==> src/rtl/instruction_fetch_unit.sv <==
// Fetches 3-byte instructions (opcode, operand 1, operand 2) from a byte-wide program RAM,
// queues them, and hands them to the control unit over valid/ready, with PC redirect + flush.
module instruction_fetch_unit #(
  parameter int ADDR_W      = 8,
  parameter int QUEUE_DEPTH = 2
) (
  input  logic              clk,
  input  logic              rst,
  output logic              mem_rd,
  output logic [ADDR_W-1:0] mem_addr,
  input  logic [7:0]        mem_rdata,
  output logic              instr_valid,
  input  logic              instr_ready,
  output logic [7:0]        instr_opcode,
  output logic [7:0]        instr_op1,
  output logic [7:0]        instr_op2,
  output logic [ADDR_W-1:0] instr_pc,
  input  logic              redirect,
  input  logic [ADDR_W-1:0] redirect_pc,
  output logic [ADDR_W-1:0] fetch_pc
);

  localparam int PTR_W  = (QUEUE_DEPTH > 1) ? $clog2(QUEUE_DEPTH) : 1;
  localparam int CNT_W  = $clog2(QUEUE_DEPTH + 1);
  localparam int SLOT_W = CNT_W + 1;

  typedef enum logic [1:0] {
    S_IDLE = 2'd0,
    S_RD0  = 2'd1,
    S_RD1  = 2'd2,
    S_RD2  = 2'd3
  } state_e;

  typedef struct packed {
    logic [7:0]        opcode;
    logic [7:0]        op1;
    logic [7:0]        op2;
    logic [ADDR_W-1:0] pc;
  } entry_t;

  state_e            state_q, state_d;
  logic [ADDR_W-1:0] fetch_pc_q, fetch_pc_d;
  logic [7:0]        byte0_q, byte0_d;
  logic [7:0]        byte1_q, byte1_d;
  logic              pend_q, pend_d;
  logic [ADDR_W-1:0] pend_pc_q, pend_pc_d;
  logic [PTR_W-1:0]  rd_ptr_q, rd_ptr_d;
  logic [PTR_W-1:0]  wr_ptr_q, wr_ptr_d;
  logic [CNT_W-1:0]  count_q, count_d;

  entry_t            q_mem [QUEUE_DEPTH];
  entry_t            head;
  entry_t            push_entry;
  logic              push;
  logic              pop;
  logic              in_flight;
  logic [SLOT_W-1:0] slots_used;
  logic [SLOT_W-1:0] slots_after_pop;
  logic              may_start;
  logic [ADDR_W-1:0] addr_off;

  function automatic logic [PTR_W-1:0] ptr_inc(input logic [PTR_W-1:0] p);
    return (p == PTR_W'(QUEUE_DEPTH - 1)) ? '0 : p + PTR_W'(1);
  endfunction

  // ---------------------------------------------------------------------------
  // Handshake and slot accounting
  // ---------------------------------------------------------------------------
  assign instr_valid = (count_q != '0);
  assign pop         = instr_valid & instr_ready & ~redirect;
  assign push        = pend_q & ~redirect;

  // An instruction reserves its queue slot from RD1 until its byte2 lands.
  assign in_flight       = (state_q == S_RD1) || (state_q == S_RD2) || pend_q;
  assign slots_used      = SLOT_W'(count_q) + SLOT_W'(in_flight);
  assign slots_after_pop = slots_used - SLOT_W'(pop);
  assign may_start       = (slots_after_pop < SLOT_W'(QUEUE_DEPTH));

  assign push_entry = '{opcode: byte0_q, op1: byte1_q, op2: mem_rdata, pc: pend_pc_q};
  assign head       = q_mem[rd_ptr_q];

  // Head fields read as zero while empty, so the unreset storage never leaks out.
  assign instr_opcode = instr_valid ? head.opcode : '0;
  assign instr_op1    = instr_valid ? head.op1    : '0;
  assign instr_op2    = instr_valid ? head.op2    : '0;
  assign instr_pc     = instr_valid ? head.pc     : '0;
  assign fetch_pc     = fetch_pc_q;
  assign mem_addr     = fetch_pc_q + addr_off;

  // ---------------------------------------------------------------------------
  // FSM: next state and read-port outputs
  // ---------------------------------------------------------------------------
  always_comb begin
    // NOTE: every signal gets a default first so no path can infer a latch.
    state_d  = state_q;
    mem_rd   = 1'b0;
    addr_off = '0;
    case (state_q)
      S_IDLE: state_d = may_start ? S_RD0 : S_IDLE;
      S_RD0: begin
        mem_rd  = 1'b1;
        state_d = S_RD1;
      end
      S_RD1: begin
        mem_rd   = 1'b1;
        addr_off = ADDR_W'(1);
        state_d  = S_RD2;
      end
      S_RD2: begin
        mem_rd   = 1'b1;
        addr_off = ADDR_W'(2);
        state_d  = may_start ? S_RD0 : S_IDLE;
      end
      default: state_d = S_IDLE;
    endcase
    if (redirect) begin
      state_d = S_RD0;
    end
  end

  // ---------------------------------------------------------------------------
  // Datapath next-state
  // ---------------------------------------------------------------------------
  always_comb begin
    fetch_pc_d = fetch_pc_q;
    byte0_d    = byte0_q;
    byte1_d    = byte1_q;
    pend_d     = 1'b0;
    pend_pc_d  = pend_pc_q;
    rd_ptr_d   = rd_ptr_q;
    wr_ptr_d   = wr_ptr_q;
    count_d    = count_q;

    if (redirect) begin
      fetch_pc_d = redirect_pc;
      rd_ptr_d   = '0;
      wr_ptr_d   = '0;
      count_d    = '0;
    end else begin
      if (state_q == S_RD1) begin
        byte0_d = mem_rdata;
      end
      if (state_q == S_RD2) begin
        byte1_d    = mem_rdata;
        pend_d     = 1'b1;
        pend_pc_d  = fetch_pc_q;
        fetch_pc_d = fetch_pc_q + ADDR_W'(3);
      end
      if (push) begin
        wr_ptr_d = ptr_inc(wr_ptr_q);
      end
      if (pop) begin
        rd_ptr_d = ptr_inc(rd_ptr_q);
      end
      count_d = count_q + CNT_W'(push) - CNT_W'(pop);
    end
  end

  // ---------------------------------------------------------------------------
  // State registers
  // ---------------------------------------------------------------------------
  always_ff @(posedge clk or posedge rst) begin
    if (rst) begin
      state_q    <= S_IDLE;
      fetch_pc_q <= '0;
      byte0_q    <= '0;
      byte1_q    <= '0;
      pend_q     <= 1'b0;
      pend_pc_q  <= '0;
      rd_ptr_q   <= '0;
      wr_ptr_q   <= '0;
      count_q    <= '0;
    end else begin
      // NOTE: non-blocking assignments so every flop samples pre-edge values.
      state_q    <= state_d;
      fetch_pc_q <= fetch_pc_d;
      byte0_q    <= byte0_d;
      byte1_q    <= byte1_d;
      pend_q     <= pend_d;
      pend_pc_q  <= pend_pc_d;
      rd_ptr_q   <= rd_ptr_d;
      wr_ptr_q   <= wr_ptr_d;
      count_q    <= count_d;
    end
  end

  // NOTE: queue storage is deliberately not reset; count_q alone decides validity.
  always_ff @(posedge clk) begin
    if (push) begin
      q_mem[wr_ptr_q] <= push_entry;
    end
  end

endmodule

==> config.mk <==
export PLATFORM = sky130hd
export DESIGN_NAME = instruction_fetch_unit
export DESIGN_NICKNAME = d
export VERILOG_FILES = /design/src/rtl/instruction_fetch_unit.sv
export SDC_FILE = /design/constraint.sdc
export NUM_CORES = 1
export LEC_CHECK = 0
export BUFFER_PORTS_ARGS = -buffer_cell sky130_fd_sc_hd__clkbuf_2
export CAP_MARGIN = 40
export CORE_MARGIN = 2
export CORE_UTILIZATION = 55
export CTS_BUF_LIST = sky130_fd_sc_hd__clkbuf_8
export DETAILED_ROUTE_END_ITERATION = 7
export MAX_ROUTING_LAYER = met4
export PLACE_DENSITY = 0.78
export SLEW_MARGIN = 20
export SYNTH_ARGS = -nofsm -noshare
export SYNTH_HDL_FRONTEND = slang
export SYNTH_SLANG_ARGS = --single-unit
==> constraint.sdc <==
create_clock -name clk -period 3.46 [get_ports clk]
set_clock_uncertainty 0.15 [all_clocks]
set_input_delay 0.173 -clock clk [delete_from_list [all_inputs] [get_ports clk]]
set_output_delay 0.173 -clock clk [all_outputs]
set_load 0.02 [all_outputs]
Word level (Yosys, flattened, before mapping)
Memories as Yosys holds them, arrays and structs flattened.
Index checks and enable logic that the tools add are counted.
{"block": "word_totals", "ramBits": 64, "inputBits": 20, "memories": 1, "regBits": 39, "elab_cells": 59}
{"block": "op_classes", "mux": 22, "n_lt_le_gt_ge": 1, "eq_ne": 3, "reduce_logical": 11, "addsub": 8, "bitwise_logic": 4}
{"memory": "q_mem", "depth": 2, "width": 32, "rd": 1, "rd_ports_with_merged_regs": 0, "write_ports": 1, "line_no": "51", "source": "entry_t q_mem [QUEUE_DEPTH];"}
{"cell": "2-to-1 mux 8 bit", "n": 6}
{"cell": "2-to-1 mux 1 bit", "n": 12}
{"cell": "adder 8 x 2 -> 8 bit (second input constant)", "n": 1}
{"cell": "adder 8 bit", "n": 1}
{"cell": "nonzero test 2 bit", "n": 4}
{"cell": "case mux 2 bit (3 select lines)", "n": 1}
{"cell": "equality test 2 bit (second input constant)", "n": 2}
{"cell": "2-to-1 mux 2 bit", "n": 2}
{"cell": "case mux 2 bit (2 select lines)", "n": 1}
{"cell": "AND reduction 2 bit", "n": 2}
{"cell": "adder 2 x 1 -> 3 bit", "n": 1}
{"cell": "AND 1 bit", "n": 3}
{"cell": "< comparator 3 x 2 -> 1 bit (second input constant)", "n": 1}
{"cell": "OR reduction 3 bit", "n": 1}
{"cell": "subtractor 3 x 1 -> 3 bit", "n": 1}
{"cell": "adder 1 bit (second input constant)", "n": 2}
{"cell": "adder 2 x 1 -> 2 bit", "n": 1}
{"cell": "equality test 2 x 1 -> 1 bit (second input constant)", "n": 1}
{"cell": "zero test 2 bit", "n": 1}
{"cell": "logical OR 1 bit", "n": 2}
{"cell": "OR reduction 2 bit", "n": 1}
{"cell": "subtractor 2 x 1 -> 2 bit", "n": 1}
{"cell": "inverter 1 bit", "n": 1}

Longest topological paths before layout
Gate-level depths: netlist of run 1.
{"block": "depth", "ltp_word": 9, "mapped_depth": 10}

Least setup slack after synthesis of run 1
No wires, ideal clock.
{"block": "synth_path", "kind": "input to register", "from": "in redirect", "to": "mem q_mem[1][0] (netlist name), enable pin", "n_path_buf": 1, "setup_slack_ps": 1017, "required_ps": 2889, "arrival_ps": 1872, "cell_stages": 3, "path_cell_list": "buf_2 -> nand2b_1 -> nor2_1"}
{"block": "synth_via", "elab_chain_len": 4}
{"item": "from (decl)", "line_no": "18", "source": "input logic redirect,"}
{"item": "inverter 1 bit (no source line)"}
{"item": "AND 1 bit", "line_no": "71", "source": "assign push = pend_q & ~redirect;"}
{"item": "2-to-1 mux 1 bit", "line_no": "189", "source": "if (push) begin"}
{"item": "2-to-1 mux 1 bit (not written as such)", "line_no": "190", "source": "q_mem[wr_ptr_q] <= push_entry;"}
{"item": "to (decl)", "line_no": "51"}
No other way between the ends.

Worst setup path in the final report of run 1
{"block": "layout_path", "from": "reg state_q[0]", "to": "out mem_addr[6]"}
{"block": "layout_via", "elab_chain_len": 3}
{"item": "from (decl)", "line_no": "41", "source": "state_e state_q, state_d;"}
{"item": "from (signal assigned)", "line_no": "175", "source": "state_q <= state_d;"}
{"item": "equality test 2 bit", "line_no": "98", "source": "case (state_q)"}
{"item": "case mux 2 bit (2 select lines) *", "line_no": "98"}
{"item": "adder 8 bit *", "line_no": "88", "source": "assign mem_addr = fetch_pc_q + addr_off;"}
{"item": "to (decl)", "line_no": "10", "source": "output logic [ADDR_W-1:0] mem_addr,"}
Mark *: on every way between the ends. The rest lies on a longest branch, timed or not.

==> results of run 1 <==
==> stage by stage <==
step / setup slack (ns) / area [µm²] / total power [mW] / hold slack (ns)
after CTS: 0.700 / 5190 / 3.51 / 0.0655
after global placement: 1.12 / 4820 / 2.76 / 0.143
after global routing: 0.486 / 5190 / 3.67 / 0.107
after detailed placement: 1.07 / 4840 / 2.82 / 0.157
final: 0.714 / 5190 / 3.48 / 0.0674
after floorplan: 1.02 / 4390 / 2.54 / 0.122
==> layer usage <==
layer / wire length [µm] / part of all wire (%) / GRT usage (%) / vias to the layer above
met5: 0 / 0 / - / -
met4: 113 / 1.6 / 7.23 / 0
met3: 290 / 4.1 / 2.98 / 10
met2: 3590 / 51 / 30.0 / 66
met1: 3050 / 43 / 21.7 / 1231
li1: - / - / - / 1226
==> worst max-delay path: cells and delay by family, from the launching register on <==
family | cells | cell delay, ns
adders and majority gates | 3 | 0.90
DFF | 1 | 0.42
buffers and inverters | 3 | 0.34
and+or+nand+nor | 1 | 0.25
xor gates and xnor gates | 1 | 0.17
==> area by class of cell <==
cell class	instances	area, µm²
Fill cell	551	2540
Clock inverter	7	57.6
Clock buffer	9	124
Inverter	13	48.8
Sequential cell	103	2900
Timing Repair Buffer	91	566
Tap cell	102	128
Multi-Input combinational cell	170	1370
==> repair_timing <==
item,4_1_cts,5_1_grt
hold buffers,17,0
hold endpoints to repair,56,0
buffers inserted,0,0
==> cells in the final DEF (no fill, tap or decap), drive strengths merged, types with 10 or more instances in the layout <==
cell	count
mux2	25
nand2	10
nor2	42
clkbuf	78
inv	16
ha	10
dlygate4sd3	17
dfrtp	39
edfxtp	64
mux2i	33
==> power by group through the flow <==
| stage | combinational [mW] | clock (mW) | sequential (mW) |
|---|---|---|---|
| 2_1_floorplan | 0.757 | 0 | 1.78 |
| 6_report | 0.995 | 0.677 | 1.81 |
| 3_3_place_gp | 0.939 | 0 | 1.83 |
| 5_1_grt | 1.09 | 0.739 | 1.84 |
| 3_5_place_dp | 0.985 | 0 | 1.83 |
| 4_1_cts | 1.00 | 0.694 | 1.81 |
==> worst paths after layout <==
path                                                to                   start  depth (start not counted)
worst max register to register    state_q[0]$_DFF_PP0_    state_q[0]$_DFF_PP0_                          8
worst min-delay path              rd_ptr_q$_DFFE_PP0P_             instr_ready                          4
max in group asynchronous         rd_ptr_q$_DFFE_PP0P_                     rst                          4
min in group asynchronous       byte0_q[7]$_DFFE_PP0P_                     rst                          3
worst min register to register  q_mem[1][28]$_DFFE_PP_  byte0_q[4]$_DFFE_PP0P_                          0
worst max-delay path                       mem_addr[6]    state_q[0]$_DFF_PP0_                          8
==> state kept, by name, summed over array words and instances (netlist names) <==
register   flops
rd_ptr_q       1
pend_pc_q      8
count_q        2
pend_q         1
byte1_q        8
fetch_pc       8
byte0_q        8
wr_ptr_q       1
state_q        2
q_mem         64
==> cells by family after synthesis <==
family,Yosys count
DFF,103
and+or+nand+nor,73
muxes,58
buffers and inverters,27
xor gates and xnor gates,15
AOI/OAI and AO/OA,12
adders and majority gates,12
==> flow_metrics.env, run 1 <==
export IMPL_synth_cell_types=30
export IMPL_slew_headroom_pct=52.1
export IMPL_synthAdderAreaFrac_pct=3.76
export IMPL_clk_pin_slew_ns=0.10
export IMPL_synth_compound_area_share_pct=1.83
export IMPL_slowest_stage="fa_1"
export IMPL_fin_util_pct=67.1
export IMPL_fmax_ghz=0.364
export IMPL_hold_violations=0
export IMPL_setup_tns_ns=0
export IMPL_max_clock_path_buffers=2
export IMPL_die_w_um=93.3
export IMPL_yosys_warnings=0
export IMPL_pwr_share_clk_pct=19.5
export IMPL_outcome="finished clean"
export IMPL_synth_simple_area_share_pct=7.67
export IMPL_crit_type="reg2out"
export IMPL_dp_hpwl_um=4620
export IMPL_ir_worst_vdd_uv=425
export IMPL_nets=420
export IMPL_synthXorXnorAreaFrac_pct=2.99
export IMPL_grt_pass1_vias=2449
export IMPL_max_stage_delay_ns=0.45
export IMPL_htree_levels=3
export IMPL_antenna_found_initial=0
export IMPL_drt_vias_per_instance=5.12
export IMPL_finalCriticalPeriod_ns=2.75
export IMPL_switchingPower_mw=1.14
export IMPL_track_usage_pct=17.8
export IMPL_slew_viol_final=0
export IMPL_power_density_nw_per_um2=671
export IMPL_ys_top_cells_by_count="edfxtp_1, nor2_1, dfrtp_1, mux2i_1, mux2_2"
export IMPL_avgSynthCellArea_um2=14.6
export IMPL_core_area_um2=7730
export IMPL_synth_top_family_by_area="multiplexers"
export IMPL_cts_buffers=9
export IMPL_synth_edff_count=64
export IMPL_cp_arrival_ns=2.42
export IMPL_endpoint_kind="output pin"
export IMPL_crit_chain="inv_1, ha_1, ha_1, inv_1, fa_1, nor3_1, xor2_1, clkbuf_2"
export IMPL_p_leak_nw=2.10
export IMPL_wl_per_cell_um=14.2
export IMPL_seq_power_share_pct=51.9
export IMPL_tightest_slew_ns=0.718
export IMPL_synthTopCellsByArea="edfxtp_1, dfrtp_1, mux2i_1, mux2_2, nor2_1"
export IMPL_ios=70
export IMPL_critPathLaunchType="register"
export IMPL_muxShareOfSynthArea_pct=14.7
export IMPL_ys_flop_type="edfxtp_1"
export IMPL_yosysMostFrequentCell="edfxtp_1"
export IMPL_pwr_share_comb_pct=28.6
export IMPL_place_congestion=0.774
export IMPL_max_cap_violations=0
export IMPL_instances_no_fill=495
export IMPL_syn_to_final_growth_pct=18.3
export IMPL_grt_max_degree=34
export IMPL_cts_tree="built"
export IMPL_port_buffers=69
export IMPL_min_path_type="in2reg"
export IMPL_synth_seq_area_share_pct=66.1
export IMPL_initial_core_util_pct=56.8
export IMPL_dp_cells=462
export IMPL_drive_above_1_share_pct=30.8
export IMPL_clockRootBuffer="clkbuf_8"
export IMPL_worstPathRequired_ns=3.14
export IMPL_switching_share_pct=32.7
export IMPL_async_reset_ff_share_pct=37.9
export IMPL_synth_top_area_cell="edfxtp_1"
export IMPL_grt_pass1_wl_um=11600
export IMPL_grt_ovfl_total=0
export IMPL_die_h_um=93.3
export IMPL_wl_um=7050
export IMPL_drc_errors=0
export IMPL_yosysTopAreaCellShare_pct=43.8
export IMPL_setup_viol=0
export IMPL_reg2reg_slack_ns=1.04
export IMPL_drt_pass1_iter_count=4
export IMPL_crit_fanout=4
export IMPL_synth_area_um2=4390
export IMPL_rsz0062_at_grt="no"
export IMPL_antenna_left=0
export IMPL_intPower_mw=2.34
export IMPL_cts_sinks=103
export IMPL_fin_crit_sh_pct=79.4
export IMPL_synth_seq_cells=103
export IMPL_fp_row_count=32
export IMPL_drtIter0Drc=140
export IMPL_vias=2533
export IMPL_syn_inst=300
export IMPL_diodes=0
export IMPL_cts_resized=0
export IMPL_dieArea_um2=8710
export IMPL_clk_latency_ns=0.35
export IMPL_synthesis_nets=332
Power figures use the tool's default switching activity.
==> run 2: changes to the inputs <==
--- a/config.mk
+++ b/config.mk
@@ -8,7 +8,7 @@
 export BUFFER_PORTS_ARGS = -buffer_cell sky130_fd_sc_hd__clkbuf_2
 export CAP_MARGIN = 40
 export CORE_MARGIN = 2
-export CORE_UTILIZATION = 55
+export CORE_UTILIZATION = 53
 export CTS_BUF_LIST = sky130_fd_sc_hd__clkbuf_8
 export DETAILED_ROUTE_END_ITERATION = 7
 export MAX_ROUTING_LAYER = met4
==> constraint.sdc (replaced) <==
create_clock -name clk -period 2.5 [get_ports clk]
set_clock_uncertainty 0.15 [all_clocks]
set_input_delay 0.125 -clock clk [delete_from_list [all_inputs] [get_ports clk]]
set_output_delay 0.125 -clock clk [all_outputs]
set_load 0.02 [all_outputs]
==> flow_metrics.env, run 2 (synthesis results as in run 1) <==
export IMPL_clk_pin_slew_ns=0.09
export IMPL_intPower_mw=3.40
export IMPL_fin_crit_sh_pct=98.5
export IMPL_worstPathRequired_ns=2.23
export IMPL_p_leak_nw=2.16
export IMPL_design_area_um2=5340
export IMPL_drt_vias_per_instance=5.12
export IMPL_switchingPower_mw=1.62
export IMPL_instances_no_fill=506
export IMPL_power_density_nw_per_um2=941
export IMPL_cp_arrival_ns=2.19
export IMPL_fmax_ghz=0.406
export IMPL_initial_core_util_pct=53.9
export IMPL_max_clock_path_buffers=2
export IMPL_layout_common_cells="clkbuf_2, edfxtp_1, dfrtp_1, nor2_1, mux2i_1"
export IMPL_cts_tree="built"
export IMPL_grt_max_degree=34
export IMPL_dp_cells=470
export IMPL_die_h_um=95.0
export IMPL_clockRootBuffer="clkbuf_8"
export IMPL_dp_hpwl_um=4910
export IMPL_place_congestion=0.759
export IMPL_crit_fanout=6
export IMPL_fp_row_count=33
export IMPL_pwr_share_comb_pct=29.5
export IMPL_track_usage_pct=18.6
export IMPL_ios=70
export IMPL_antenna_found_initial=0
export IMPL_grt_pass1_wl_um=12200
export IMPL_place_area_um2=4880
export IMPL_drtIter0Drc=63
export IMPL_p_total_mw=5.02
export IMPL_clk_latency_ns=0.36
export IMPL_hold_violations=0
export IMPL_diodes=0
export IMPL_critPathLaunchType="register"
export IMPL_drc_errors=0
export IMPL_nets=428
export IMPL_setup_viol=0
export IMPL_fin_util_pct=65.6
export IMPL_max_cap_violations=0
export IMPL_reg2reg_slack_ns=0.11
export IMPL_syn_to_final_growth_pct=21.6
export IMPL_vias=2590
export IMPL_drt_pass1_iter_count=4
export IMPL_switching_share_pct=32.3
export IMPL_crit_type="reg2out"
export IMPL_antenna_left=0
export IMPL_seq_power_share_pct=50.2
export IMPL_final_common_cell="clkbuf_2"
export IMPL_endpoint_kind="output pin"
export IMPL_core_area_um2=8130
export IMPL_die_w_um=95.0
export IMPL_min_path_type="in2reg"
export IMPL_slew_headroom_pct=52.2
export IMPL_rsz0062_at_grt="yes"
export IMPL_wl_um=7560
export IMPL_wl_per_cell_um=14.9
export IMPL_tightest_slew_ns=0.716
export IMPL_setup_ws_ns=0.0380
export IMPL_cts_buffers=9
export IMPL_regMostFlops="q_mem"
export IMPL_drive_above_1_share_pct=34.4
export IMPL_htree_levels=3
export IMPL_largest_reg_flops=64
export IMPL_finalCriticalPeriod_ns=2.46
export IMPL_outcome="finished clean"
export IMPL_ir_worst_vdd_uv=678
export IMPL_pwr_share_clk_pct=20.4
export IMPL_port_buffers=69
export IMPL_cts_sinks=103
export IMPL_dieArea_um2=9020
export IMPL_slew_viol_final=0
export IMPL_grt_pass1_vias=2512
export IMPL_grt_ovfl_total=0
export IMPL_place_ws_ns=0.0830
-- run 2: worst paths after layout --
| path | start | to | cells past startpoint |
|---|---|---|---|
| setup / recovery | state_q[0]$_DFF_PP0_ | mem_addr[3] | 7 |
| hold / removal | redirect | state_q[1]$_DFF_PP0_ | 3 |
| hold reg to reg | pend_pc_q[2]$_DFFE_PP0P_ | q_mem[1][2]$_DFFE_PP_ | 0 |
| min in group asynchronous | rst | byte0_q[7]$_DFFE_PP0P_ | 3 |
| setup reg to reg | state_q[0]$_DFF_PP0_ | state_q[0]$_DFF_PP0_ | 9 |
| max in group asynchronous | rst | pend_pc_q[3]$_DFFE_PP0P_ | 4 |
-- run 2: metal layers --
| metal | vias to the layer above | global-route usage [%] | routed length (µm) |
|---|---|---|---|
| li1 | 1238 | - | - |
| met1 | 1280 | 22.2 | 3210 |
| met2 | 62 | 31.8 | 3970 |
| met3 | 10 | 3.83 | 286 |
| met4 | 0 | 6.16 | 99 |
| met5 | - | - | 0 |
-- run 2: critical path, stage by stage (launching register included) --
cell and delay [ns]:
dfrtp_1 0.42, ha_1 0.23, buf_4 0.17, ha_1 0.29
a21oi_2 0.24, nand2b_1 0.16, xnor2_1 0.13, clkbuf_2 0.19
-- run 2: through the flow --
| stage | hold WS (ns) | setup TNS (ns) |
|---|---|---|
| final | 0.0902 | 0 |
| after global routing | 0.101 | -0.0820 |
| after CTS | 0.0779 | 0 |
| after detailed placement | 0.120 | 0 |
| after global placement | 0.105 | 0 |
| after floorplan | 0.0739 | 0 |
-- run 2: cell type report --
class | instances | area [µm²]
multi-input cells | 170 | 1430
well taps | 105 | 131
flip-flops and latches | 103 | 2900
inverters | 13 | 48.8
clock inverters | 7 | 72.6
fillers | 592 | 2800
repair buffers | 99 | 633
clock buffers | 9 | 124
-- run 2: what timing repair did --
action	4_1_cts	5_1_grt
gates resized for setup	6	13
pin swaps	2	2
hold buffers	18	0
endpoints found under the hold margin	58	0
gates cloned	0	0
setup endpoints to repair	2	6
buffers inserted	1	1
-- run 2: power by group through the flow --
stage | logic, mW | registers (mW) | clock network [mW]
2_1_floorplan | 1.05 | 2.46 | 0
3_3_place_gp | 1.35 | 2.51 | 0
3_5_place_dp | 1.39 | 2.55 | 0
4_1_cts | 1.44 | 2.51 | 1.05
5_1_grt | 1.63 | 2.57 | 1.11
6_report | 1.48 | 2.52 | 1.02
==> run 3: changes to the inputs <==
==> constraint.sdc (replaced) <==
create_clock -name clk -period 2.5 [get_ports clk]
set_clock_uncertainty 0.15 [all_clocks]
set_input_delay 0 -clock clk [delete_from_list [all_inputs] [get_ports clk]]
set_output_delay 0 -clock clk [all_outputs]
set_load 0.02 [all_outputs]
==> flow_metrics.env, run 3 (synthesis results as in run 1) <==
export IMPL_drtIter0Drc=51
export IMPL_wl_um=7310
export IMPL_ios=70
export IMPL_grt_ovfl_total=0
export IMPL_slew_headroom_pct=51.7
export IMPL_track_usage_pct=18.3
export IMPL_place_ws_ns=0.166
export IMPL_drt_vias_per_instance=5.00
export IMPL_cp_arrival_ns=2.21
export IMPL_initial_core_util_pct=53.9
export IMPL_finalCriticalPeriod_ns=2.36
export IMPL_cp_common_cell="inv_1"
export IMPL_rsz0062_at_grt="no"
export IMPL_slew_viol_final=0
export IMPL_grt_use_met3_pct=5.19
export IMPL_power_density_nw_per_um2=918
export IMPL_clk_pin_slew_ns=0.10
export IMPL_die_w_um=95.0
export IMPL_reg2reg_depth=9
export IMPL_place_congestion=0.752
export IMPL_ir_worst_vdd_uv=544
export IMPL_switchingPower_mw=1.59
export IMPL_cts_tree="built"
export IMPL_nets=427
export IMPL_max_cap_violations=0
export IMPL_drt_pass1_iter_count=4
export IMPL_syn_to_final_growth_pct=20.7
export IMPL_htree_levels=3
export IMPL_cts_buffers=9
export IMPL_pwr_share_clk_pct=18.8
export IMPL_worstPathRequired_ns=2.35
export IMPL_core_area_um2=8130
export IMPL_crit_buf_inv=3
export IMPL_place_area_um2=4900
export IMPL_crit_type="reg2out"
export IMPL_fp_row_count=33
export IMPL_diodes=0
export IMPL_min_path_type="in2async"
export IMPL_worstReg2RegEnd="state_q[0]$_DFF_PP0_"
export IMPL_design_area_um2=5300
export IMPL_grt_busiest_layer="met2"
export IMPL_reg2reg_slack_ns=0.22
export IMPL_hold_violations=0
export IMPL_cts_sinks=103
export IMPL_drive_above_1_share_pct=32.3
export IMPL_antenna_left=0
export IMPL_crit_fanout=4
export IMPL_max_clock_path_buffers=2
export IMPL_vias=2524
export IMPL_fmax_ghz=0.424
export IMPL_layout_common_cells="clkbuf_2, edfxtp_1, dfrtp_1, nor2_1, mux2i_1"
export IMPL_pwr_share_comb_pct=29.6
export IMPL_setup_tns_ns=0
export IMPL_largest_reg_flops=64
export IMPL_final_common_cell="clkbuf_2"
export IMPL_cpLargestDelayFamily="adder cells"
export IMPL_slowest_stage="dfrtp_1"
export IMPL_fin_crit_sh_pct=94.4
export IMPL_p_leak_nw=2.15
export IMPL_seq_power_share_pct=51.6
export IMPL_grt_use_met2_pct=31.2
export IMPL_drc_errors=0
export IMPL_clk_latency_ns=0.36
export IMPL_dp_cells=469
export IMPL_endpoint_kind="output pin"
export IMPL_intPower_mw=3.27
export IMPL_dieArea_um2=9020
export IMPL_regMostFlops="q_mem"
export IMPL_tightest_slew_ns=0.723
export IMPL_whs_ns=0.137
export IMPL_setup_ws_ns=0.140
export IMPL_clockRootBuffer="clkbuf_8"
export IMPL_wl_per_cell_um=14.5
export IMPL_max_stage_delay_ns=0.41
export IMPL_crit_chain="inv_1, ha_4, ha_1, inv_1, fa_2, nor3_4, xor2_1, buf_4"
export IMPL_outcome="finished clean"
export IMPL_cp_depth=8
export IMPL_switching_share_pct=32.7
export IMPL_setup_viol=0
export IMPL_regToRegStartpoint="state_q[0]$_DFF_PP0_"
export IMPL_grt_use_met1_pct=20.7
export IMPL_antenna_found_initial=0
export IMPL_grt_pass1_vias=2520
export IMPL_grt_pass1_wl_um=11800
export IMPL_instances_no_fill=505
export IMPL_grt_max_degree=34
export IMPL_dp_hpwl_um=4870
export IMPL_port_buffers=69
export IMPL_critPathLaunchType="register"
export IMPL_die_h_um=95.0
## run 3: how the worst max path moves through the flow
| stage | end | startpoint |
|---|---|---|
| floorplan | q_mem[1][0]$_DFFE_PP_ | pend_q$_DFF_PP0_ |
| global placement | state_q[0]$_DFF_PP0_ | state_q[0]$_DFF_PP0_ |
| detailed placement | state_q[0]$_DFF_PP0_ | state_q[0]$_DFF_PP0_ |
| CTS | mem_addr[6] | state_q[0]$_DFF_PP0_ |
| global route | mem_addr[6] | state_q[0]$_DFF_PP0_ |
| finish | mem_addr[6] | state_q[0]$_DFF_PP0_ |
## run 3: layer usage
layer	part of all wire (%)	vias up
met5	0	-
li1	-	1234
met1	43	1198
met3	5.1	18
met4	1.7	0
met2	50	74
## run 3: layout make-up
class	instances	area, µm²
Multi-Input combinational cell	170	1400
Fill cell	598	2840
Inverter	13	48.8
Clock buffer	9	124
Timing Repair Buffer	98	651
Tap cell	105	131
Clock inverter	7	46.3
Sequential cell	103	2900
## run 3: power groups by stage
| stage | Combinational (mW) | Sequential (mW) | Clock (mW) |
|---|---|---|---|
| 6_report | 1.44 | 2.51 | 0.916 |
| 5_1_grt | 1.59 | 2.56 | 1.01 |
| 4_1_cts | 1.43 | 2.51 | 0.931 |
| 3_5_place_dp | 1.39 | 2.54 | 0 |
| 3_3_place_gp | 1.35 | 2.50 | 0 |
| 2_1_floorplan | 1.05 | 2.46 | 0 |
## run 3: repair_timing
| item | CTS | global route |
|---|---|---|
| setup endpoints to repair | 1 | 2 |
| endpoints found under the hold margin | 63 | 0 |
| setup buffers | 0 | 1 |
| pin swaps | 0 | 1 |
| gates resized for setup | 3 | 5 |
| gates cloned | 0 | 0 |
| hold buffers | 19 | 0 |
## run 3: stage by stage
stage	total power, mW	util (%)
after floorplan	3.51	-
after global placement	3.86	60.2
after detailed placement	3.94	60.2
after CTS	4.87	64.7
after global routing	5.16	65.1
final	4.86	65.1
## run 3: tightest hold or removal path: stages
cell and delay, ns:
dlygate4sd3_1 0.53, clkbuf_2 0.11, inv_1 0.53
